File: src/rtl/wavegen_pkg.sv
// Shared definitions for the DDS waveform generator: mode encodings, default
// widths and the elaboration-time sine table generator.
package wavegen_pkg;

  typedef enum logic [1:0] {
    MODE_SINE   = 2'd0,
    MODE_SQUARE = 2'd1,
    MODE_TRI    = 2'd2,
    MODE_SAW    = 2'd3
  } wave_mode_e;

  localparam int PHASE_W_DEF = 16;
  localparam int ADDR_W_DEF  = 5;
  localparam int DATA_W_DEF  = 4;

  localparam real PI = 3.14159265358979323846;

  // Offset-binary sine, rounded. The second half is built as the complement of
  // the first so the table is exactly antisymmetric about mid-scale.
  function automatic int sine_sample(input int idx, input int addr_w, input int data_w);
    int  half;
    int  base;
    int  v;
    real amp;
    real ang;
    half = (1 << addr_w) / 2;
    base = idx % half;
    amp  = real'((1 << data_w) - 1) / 2.0;
    ang  = 2.0 * PI * real'(base) / real'(1 << addr_w);
    v    = $rtoi(amp + amp * $sin(ang) + 0.5);
    if (idx >= half) v = ((1 << data_w) - 1) - v;
    return v;
  endfunction

endpackage

File: src/rtl/wave_sine_table.sv
// Combinational sine lookup; contents are fixed at elaboration.
module wave_sine_table
  import wavegen_pkg::*;
#(
  parameter int ADDR_W = ADDR_W_DEF,
  parameter int DATA_W = DATA_W_DEF
) (
  input  logic [ADDR_W-1:0] addr,
  output logic [DATA_W-1:0] data
);

  logic [DATA_W-1:0] lut [2**ADDR_W];

  for (genvar i = 0; i < 2**ADDR_W; i++) begin : g_lut
    localparam int V = sine_sample(i, ADDR_W, DATA_W);
    assign lut[i] = DATA_W'(V);
  end

  assign data = lut[addr];

endmodule

File: src/rtl/dds_wavegen.sv
// DDS waveform generator: phase accumulator, config registers, waveform mux and
// a single-entry valid/ready output register.
module dds_wavegen
  import wavegen_pkg::*;
#(
  parameter int PHASE_W = PHASE_W_DEF,
  parameter int ADDR_W  = ADDR_W_DEF,
  parameter int DATA_W  = DATA_W_DEF
) (
  input  logic               clk,
  input  logic               reset,
  input  logic               enable,
  input  logic               cfg_load,
  input  logic [PHASE_W-1:0] freq_word,
  input  logic [1:0]         mode,
  input  logic               phase_clr,
  output logic [DATA_W-1:0]  out_data,
  output logic               out_wrap,
  output logic               out_valid,
  input  logic               out_ready
);

  function automatic logic [DATA_W-1:0] tri_fold(input logic [DATA_W:0] t);
    return t[DATA_W] ? ~t[DATA_W-1:0] : t[DATA_W-1:0];
  endfunction

  logic [PHASE_W-1:0] phase;
  logic [PHASE_W-1:0] freq_q;
  wave_mode_e         mode_q;
  logic               adv;
  logic [PHASE_W:0]   sum_p0;
  logic [DATA_W-1:0]  sine_p0;
  logic [DATA_W-1:0]  wave_p0;

  wave_sine_table #(
    .ADDR_W(ADDR_W),
    .DATA_W(DATA_W)
  ) u_sine (
    .addr(phase[PHASE_W-1 -: ADDR_W]),
    .data(sine_p0)
  );

  assign adv    = enable && (!out_valid || out_ready);
  assign sum_p0 = {1'b0, phase} + {1'b0, freq_q};

  // p0: waveform selection from the current phase
  always_comb begin
    wave_p0 = '0;
    case (mode_q)
      MODE_SINE:   wave_p0 = sine_p0;
      MODE_SQUARE: wave_p0 = phase[PHASE_W-1] ? '0 : '1;
      MODE_TRI:    wave_p0 = tri_fold(phase[PHASE_W-1 -: DATA_W+1]);
      MODE_SAW:    wave_p0 = phase[PHASE_W-1 -: DATA_W];
      default:     wave_p0 = '0;
    endcase
  end

  // p1: output register, accumulator and configuration
  always_ff @(posedge clk) begin
    if (reset) begin
      phase     <= '0;
      freq_q    <= '0;
      mode_q    <= MODE_SINE;
      out_data  <= '0;
      out_wrap  <= 1'b0;
      out_valid <= 1'b0;
    end else begin
      if (cfg_load) begin
        freq_q <= freq_word;
        mode_q <= wave_mode_e'(mode);
      end
      if (adv) begin
        out_data  <= wave_p0;
        out_valid <= 1'b1;
        if (phase_clr) begin
          phase    <= '0;
          out_wrap <= 1'b0;
        end else begin
          phase    <= sum_p0[PHASE_W-1:0];
          out_wrap <= sum_p0[PHASE_W];
        end
      end else begin
        if (phase_clr) phase <= '0;
        if (out_valid && out_ready) out_valid <= 1'b0;
      end
    end
  end

endmodule

File: config.mk
export PLATFORM = sky130hd
export DESIGN_NAME = dds_wavegen
export DESIGN_NICKNAME = d
export VERILOG_FILES = /design/src/rtl/wavegen_pkg.sv /design/src/rtl/wave_sine_table.sv /design/src/rtl/dds_wavegen.sv
export SDC_FILE = /design/constraint.sdc
export NUM_CORES = 1
export LEC_CHECK = 0
export ABC_AREA = 0
export CORE_MARGIN = 10
export CORE_UTILIZATION = 30
export CTS_CLUSTER_DIAMETER = 60
export DETAILED_ROUTE_END_ITERATION = 8
export PLACE_DENSITY = 0.56
export SYNTH_ARGS = -nofsm -noshare
export SYNTH_HDL_FRONTEND = slang
export SYNTH_SLANG_ARGS = --single-unit
File: constraint.sdc
create_clock -name clk -period 2 [get_ports clk]
set_input_delay 0.3 -clock clk [delete_from_list [all_inputs] [get_ports clk]]
set_output_delay 0.3 -clock clk [all_outputs]
set_load 0.05 [all_outputs]
# [Yosys cells after proc, flatten, opt, wreduce, memory -nomap -nowiden]
# Memory sizes are Yosys's and may differ from the RTL's.
# Cells that the tools add are included.
[totals] reg_bits=40 rom_bits=128 input_bits=24 output_inout_bits=6 wordCells=32 memories=1
[op_classes] add_sub_neg=1 order_cmp=1 eq_ne=3 muxes=11 bitwise_logic=2 n_reduce_logical=7
[memory_table] name="(no name shown)" words=32 word_bits=4 rd=1 rd_ports_with_merged_regs=0 write_ports=0 line_no="wave_sine_table.sv:19" rtl="assign data = lut[addr];"
[op_table] op="2-to-1 mux 16 bit" n=3
[op_table] op="adder 16 x 16 -> 17 bit" n=1
[op_table] op="2-to-1 mux 4 bit" n=4
[op_table] op="case mux 4 bit (4 select lines)" n=1
[op_table] op=">= comparator 6 bit, second input constant" n=1
[op_table] op="NOT 5 -> 6 bit" n=1
[op_table] op="== test 2 bit, second input constant" n=2
[op_table] op="NOT 4 bit" n=1
[op_table] op="nonzero test 2 bit" n=2
[op_table] op="2-to-1 mux 1 bit" n=3
[op_table] op="== test 2 x 1 -> 1 bit, second input constant" n=1
[op_table] op="logical AND 1 bit" n=2
[op_table] op="zero test 2 bit" n=1
[op_table] op="zero test 1 bit" n=1
[op_table] op="logical OR 1 bit" n=1

# [Logic depth before layout (Yosys ltp)]
[logic_depth] depth_word=5 depth_mapped=8

# [By module]
# From an unflattened synthesis, not the netlist that was laid out.
[unflattened] cells_unflattened=298 hier_area_um2=2457.4
[by_module_without_submodules] mod="dds_wavegen" instances=1 cells_each=277 area_each_um2=2283.4 seq_area_each_um2=800.8
[by_module_without_submodules] mod="wave_sine_table" instances=1 cells_each=21 area_each_um2=173.9 seq_area_each_um2=0.0

# [Worst setup path before layout]
# Ideal clock, no wire load.
[synth_timing] path_kind="flip-flop to flip-flop" from="reg phase[0]" to="reg phase[12]" arrival_time_ns=1.791 t_required_ns=1.873 slack_ns=0.082 stages_incl_launch_ff=9 path_buffers=0 path_cell_list="dfxtp_1 ha_1 inv_1 fa_1 nor2b_1 o2111ai_1 nand3_1 a21oi_1 or3b_1"
[synth_via] elab_chain_cells=3
[synth_lines] element="from (decl)" line_no="dds_wavegen.sv:27" rtl="logic [PHASE_W-1:0] phase;"
[synth_lines] element="from (signal assigned)" line_no="dds_wavegen.sv:79" rtl="phase <= sum_p0[PHASE_W-1:0];"
[synth_lines] element="adder 16 x 16 -> 17 bit" line_no="dds_wavegen.sv:44" rtl="assign sum_p0 = {1'b0, phase} + {1'b0, freq_q};"
[synth_lines] element="2-to-1 mux 16 bit" line_no="dds_wavegen.sv:75" rtl="if (phase_clr) begin"
[synth_lines] element="2-to-1 mux 16 bit" line_no="dds_wavegen.sv:72" rtl="if (adv) begin"
# Every way passes these cells.
# A chain may end at the register's enable or synchronous reset.

# [Worst setup path after layout]
[layout_timing] from="reg phase[12]" to="reg phase[15]"
# Same word-level chain as after synthesis.

==> impl_metrics.yaml <==
run_status:
  status: "finished, final reports clean"
global_route:
  grt_pass1_vias: 2506
  grt_pass1_wl_um: 12200
  grt_remaining_overflow: 0
  antenna_found_initial: 0
  grt.total_usage: 0.111
  grt_max_degree: 19
critical_path:
  cp_num_buf_inv: 1
  max_stage_delay_ps: 370
  crit_family: "simple AND/OR/NAND/NOR gates"
  path_class: "reg -> reg"
  path_max_fanout: 6
  arrival_ps: 2090
  end_kind: "flop"
  crit_chain: "ha_1 > buf_4 > a21oi_1 > o31ai_4 > nand3_1 > a31oi_1 > or3b_1"
  worstSetupStartpointType: "flop"
  slowest_stage: "ha_1"
  worstPathRequired_ps: 2190
detailed_routing:
  drt_first_iter_violations: 107
  routed_wirelength_um: 7310
  vias_per_cell: 5.23
  drc: 0
  first_pass_iters: 4
  num_vias: 2488
  postRouteAntennaNets: 0
  wire_per_inst_um: 15.3
finish:
  area_growth_pct: 28.7
  antenna_cells: 0
  num-nets-final: 412
  drive_gt1_frac: 0.182
  stdcell_count: 476
yosys:
  synth.ff_latch_count: 40
  syn_nets: 371
  yosys_warnings: 0
  synth-edff-count: 0
  synthFlopType: "dfxtp_1"
  ys_top_cells_by_area: "dfxtp_1 29%, ha_1 9.2%, mux2i_1 6.6%"
  synthesis.area_um2: 2730
  async_flop_share: 0
  yosysTopAreaCellShare: 0.294
  post-synth-top-count-cell: "dfxtp_1"
  ys_types: 59
  syn_avg_cell_area_um2: 8.37
  yosysSeqAreaShare: 0.294
  yosys.area.top_type: "dfxtp_1"
  ys_top_cells_by_count: "40 x dfxtp_1, 26 x a21oi_1, 26 x nand2_1, 25 x nor2_1, 20 x ha_1"
  netlist_instances: 326
clock_network:
  cts.sinks: 40
  clkTransAtPathRegs_ps: 90
  clock_path_buffers: 2
  cts_root_buffer: "clkbuf_8"
  holdBufCountCts: 0
  cts_buffers: 5
  cts_tree: "yes"
  clk_latency_ps: 300
  htreeDepth: 2
floorplanning:
  start_util: 0.310
  core_um2: 8810
  die_h_um: 115
  fp.dieArea_um2: 13300
  io_pins: 30
  num_rows: 34
  fp.dieW_um: 115
sta:
  rsz0062_at_grt: "false"
  hold_viol_final: 0
  skew_ps: 12.4
  final-max-slew-violation-count: 0
  tns_ps: 0
  worst-slew-pin-transition_ps: 509
  max_freq_mhz: 527
  setup_viol: 0
  fin_crit_sh: 0.948
  min_period_ps: 1900
  slew_headroom: 0.660
power_and_ir_drop:
  cellLeakagePower_nw: 1.39
  p_per_area_nw_per_um2: 543
  peakVddDrop_mv: 0.247
placed_design:
  gp_congestion: 0.848
  dp.cells: 467
  port_buffers: 29
  place_hpwl_um: 5500
hold_path:
  min_path_type: "reg -> reg"
job:
  max-cap-violations: 0
-- where the power goes --
part	internal, W	switching [W]	leakage, nW
combinational	0.000179	0.000205	1.01
sequential	0.000832	0.0000277	0.328
clock	0.000371	0.000291	0.0552
total	0.00138	0.000524	1.39
-- worst min-delay path, stage by stage, from the launching register on --
cell     delay [ps]
dfxtp_1         320
nand2_1          50
a21oi_1          50
-- registers in the layout, indices dropped and copies added (netlist names) --
name	cells
out_data	4
out_valid	1
out_wrap	1
mode_q	2
freq_q	16
phase	16
-- timing repair --
item,4_1_cts,5_1_grt
endpoints found under the setup margin,6,9
gates resized for setup,5,24
pin swaps,1,5
setup buffers,1,0
-- path summary, 6_finish.rpt --
| path | slack, ps | endpoint | from | cells after the start |
|---|---|---|---|---|
| worst max register to register | 100 | phase[15]$_SDFFE_PP0P_ | phase[12]$_SDFFE_PP0P_ | 7 |
| worst min-delay path | 460 | phase[4]$_SDFFE_PP0P_ | phase[4]$_SDFFE_PP0P_ | 2 |
| worst max-delay path | 100 | phase[15]$_SDFFE_PP0P_ | phase[12]$_SDFFE_PP0P_ | 7 |
| worst min register to register | 460 | phase[4]$_SDFFE_PP0P_ | phase[4]$_SDFFE_PP0P_ | 2 |
-- through the flow --
stage               hold slack, ps  worst slack (ps)   util  power [W]  instance area (um2)
finish                         463               104  0.399    0.00191                 3510
detailed placement             453             -23.2  0.367    0.00124                 3240
CTS                            466              13.9  0.384    0.00192                 3380
floorplan                      429              82.2      -    0.00111                 2730
global placement               443              4.61  0.367    0.00124                 3240
global route                   490              6.52  0.399    0.00200                 3510
-- layout make-up --
type	instances	area, um2
Clock buffer	6	72.6
Inverter	13	48.8
Clock inverter	2	35.0
Timing Repair Buffer	59	528
Multi-Input combinational cell	248	1890
Fill cell	882	5300
Tap cell	108	135
Sequential cell	40	803
-- cells in the final DEF (no fill, tap or decap), types with 4 or more instances in the layout --
master,instances
xnor2_1,6
ha_1,15
o21ai_0,9
nand2_1,26
clkdlybuf4s50_1,29
a21o_1,8
dfxtp_1,38
mux2i_1,18
nand3_1,13
clkbuf_8,5
o21a_1,4
ha_4,4
buf_4,29
inv_1,12
o31a_1,4
a21oi_2,4
a21oi_1,24
o211ai_1,5
a31oi_1,5
nor3_1,8
nand4_1,5
and2_1,4
nor2_1,25
-- layer usage --
layer,track usage,wire length [um],up-vias
li1,-,-,1277
met1,0.137,3290,1165
met4,0.0338,110,0
met2,0.193,3710,39
met5,0,0,-
met3,0.0188,194,7
-- logic make-up (layout without fill, tap and decap cells) --
group	count (synthesis)	count (layout)	synth area share
flip-flops	40	40	0.294
AND/OR/NAND/NOR	112	112	0.211
XOR/XNOR	6	6	0.0193
buffers and inverters	38	80	0.0720
multiplexers	20	20	0.0784
adder cells (fa/ha/maj)	21	21	0.0991
AO/OA/AOI/OAI	89	89	0.227
No activity file was read; power rests on OpenSTA's default activity.
==> patch, RTL diff (same flow settings) <==
Set the package constant `DATA_W_DEF` to 3 (it was 4).
--- a/src/rtl/wavegen_pkg.sv
+++ b/src/rtl/wavegen_pkg.sv
@@ -11,7 +11,7 @@
 
   localparam int PHASE_W_DEF = 16;
   localparam int ADDR_W_DEF  = 5;
-  localparam int DATA_W_DEF  = 4;
+  localparam int DATA_W_DEF  = 3;
 
   localparam real PI = 3.14159265358979323846;
 
Ports: changed (resized out_data); port bits go from 30 to 29. The function was not compared with the original's and may differ.
==> patch against the unedited design <==
The run now ends with negative setup slack left. Sequential cell count decreased by 1. Combinational power down 20%. Synthesized area is 14% lower. Critical path depth rose by 3. Design area down 14%. Clock skew is 2.7 ps higher. Setup slack got worse by 150 ps. Power shrank 4.2%. Routed wire length fell by 19%. Critical path type unchanged.
==> patch: results <==
[placed_design]
dp_hpwl_um = 4310
place.gp.congestion = 0.850
pre_cts_ws_ps = -75.2

[finish]
reg_top3 = "freq_q x16, phase x16, out_data x3"
fin_nets = 365

[worst_setup_path]
cpLargestDelayFamily = "compound AO/OA/AOI/OAI gates"
crit_fanout = 3
crit_path_start = "phase[0]"
worst_r2r_path_depth = 10
cpPeakStageDelay_ps = 350
crit_slowest_cell = "dfxtp_2"

[synthesis]
synth_nets = 323
yosysSeqAreaShare_pct = 33.2
yosysUniqueCellTypes = 55
synthTopCellsByArea = "dfxtp_1 33%, ha_1 9.6%, mux2i_1 7.7%"

[status]
violations = "negative setup slack"
status = "complete, but fails checks"

[clocking]
clockBufferDepth = 2
root_buffer = "clkbuf_8"
cts_setup_buffers = 0
htreeDepth = 2
cts_buffers = 5

[timing]
clock_skew_ps = 15.0
relSlewSlack_pct = 66.2
tns_ps = -65.1
fin_ws_ps = -47.9
setup_viol = 2

[global_routing]
grt_use_met2_pct = 15.5
first_global_vias = 2008
use_met3_pct = 2.80
grt_pass1_wl_um = 9800
grt_usage_pct = 10.2
grt_max_degree = 23

[pwr]
p_leak_nw = 1.32
max-vdd-ir-drop_mv = 0.345

[route]
num_vias = 2087
drt_iter0_drc = 134
patch: cell type report:
| class | count | area, um^2 |
|---|---|---|
| Multi-Input combinational cell | 216 | 1520 |
| Timing Repair Buffer | 51 | 457 |
| Fill cell | 794 | 4650 |
| Clock inverter | 3 | 43.8 |
| Clock buffer | 5 | 68.8 |
| Sequential cell | 39 | 783 |
| Tap cell | 102 | 128 |
| Inverter | 9 | 33.8 |
patch: stage by stage:
stage                     instances  total power, mW  instance area [um^2]
after floorplan                 280             1.04                  2370
after global placement          417             1.15                  2860
after detailed placement        417             1.15                  2860
after CTS                       425             1.85                  2980
after global routing            425             1.92                  3030
final                           425             1.83                  3030
patch: power by group:
part / switching (mW) / internal (mW)
Clock: 0.310 / 0.372
Sequential: 0.0257 / 0.811
Combinational: 0.158 / 0.148
Total: 0.494 / 1.33
patch: what timing repair did:
action | 4_1_cts | 5_1_grt
cloned | 0 | 0
setup endpoints to repair | 2 | 9
gates resized for setup | 3 | 10
pin swaps | 2 | 9
patch: layer usage:
metal  vias to the layer above  wire, um  share of wire (%)
met3                        11       272                4.6
met4                         0        88                1.5
met1                       946      2950                 50
met2                        52      2590                 44
met5                         -         0                  0
li1                       1078         -                  -
patch: worst register-to-register path: stages (launching register included):
cell,delay [ps]
dfxtp_2,350
ha_4,160
inv_2,50
fa_2,190
nand2b_4,130
a21oi_4,60
o31a_4,290
buf_6,120
o211ai_1,290
nand4_1,190
o311ai_2,120
patch: worst min path at each step:
| stage | from | to | slack (ps) | cells past startpoint |
|---|---|---|---|---|
| 5_1_grt | out_data[2] | out_data[2] | 490 | 2 |
| 3_5_place_dp | out_data[0] | out_data[0] | 450 | 2 |
| 3_3_place_gp | out_data[2] | out_data[2] | 440 | 2 |
| 4_1_cts | out_data[0] | out_data[0] | 460 | 2 |
| 2_1_floorplan | enable | out_valid | 430 | 2 |
| 6_report | out_data[0] | out_data[0] | 460 | 2 |
patch: cells by family after synthesis:
family                   synth area share (%)
buffers and inverters                    5.06
multiplexers                             7.67
AND/OR/NAND/NOR                          17.8
adder cells (fa/ha/maj)                  10.4
AO/OA/AOI/OAI                            22.0
XOR/XNOR                                 3.73
flip-flops                               33.2
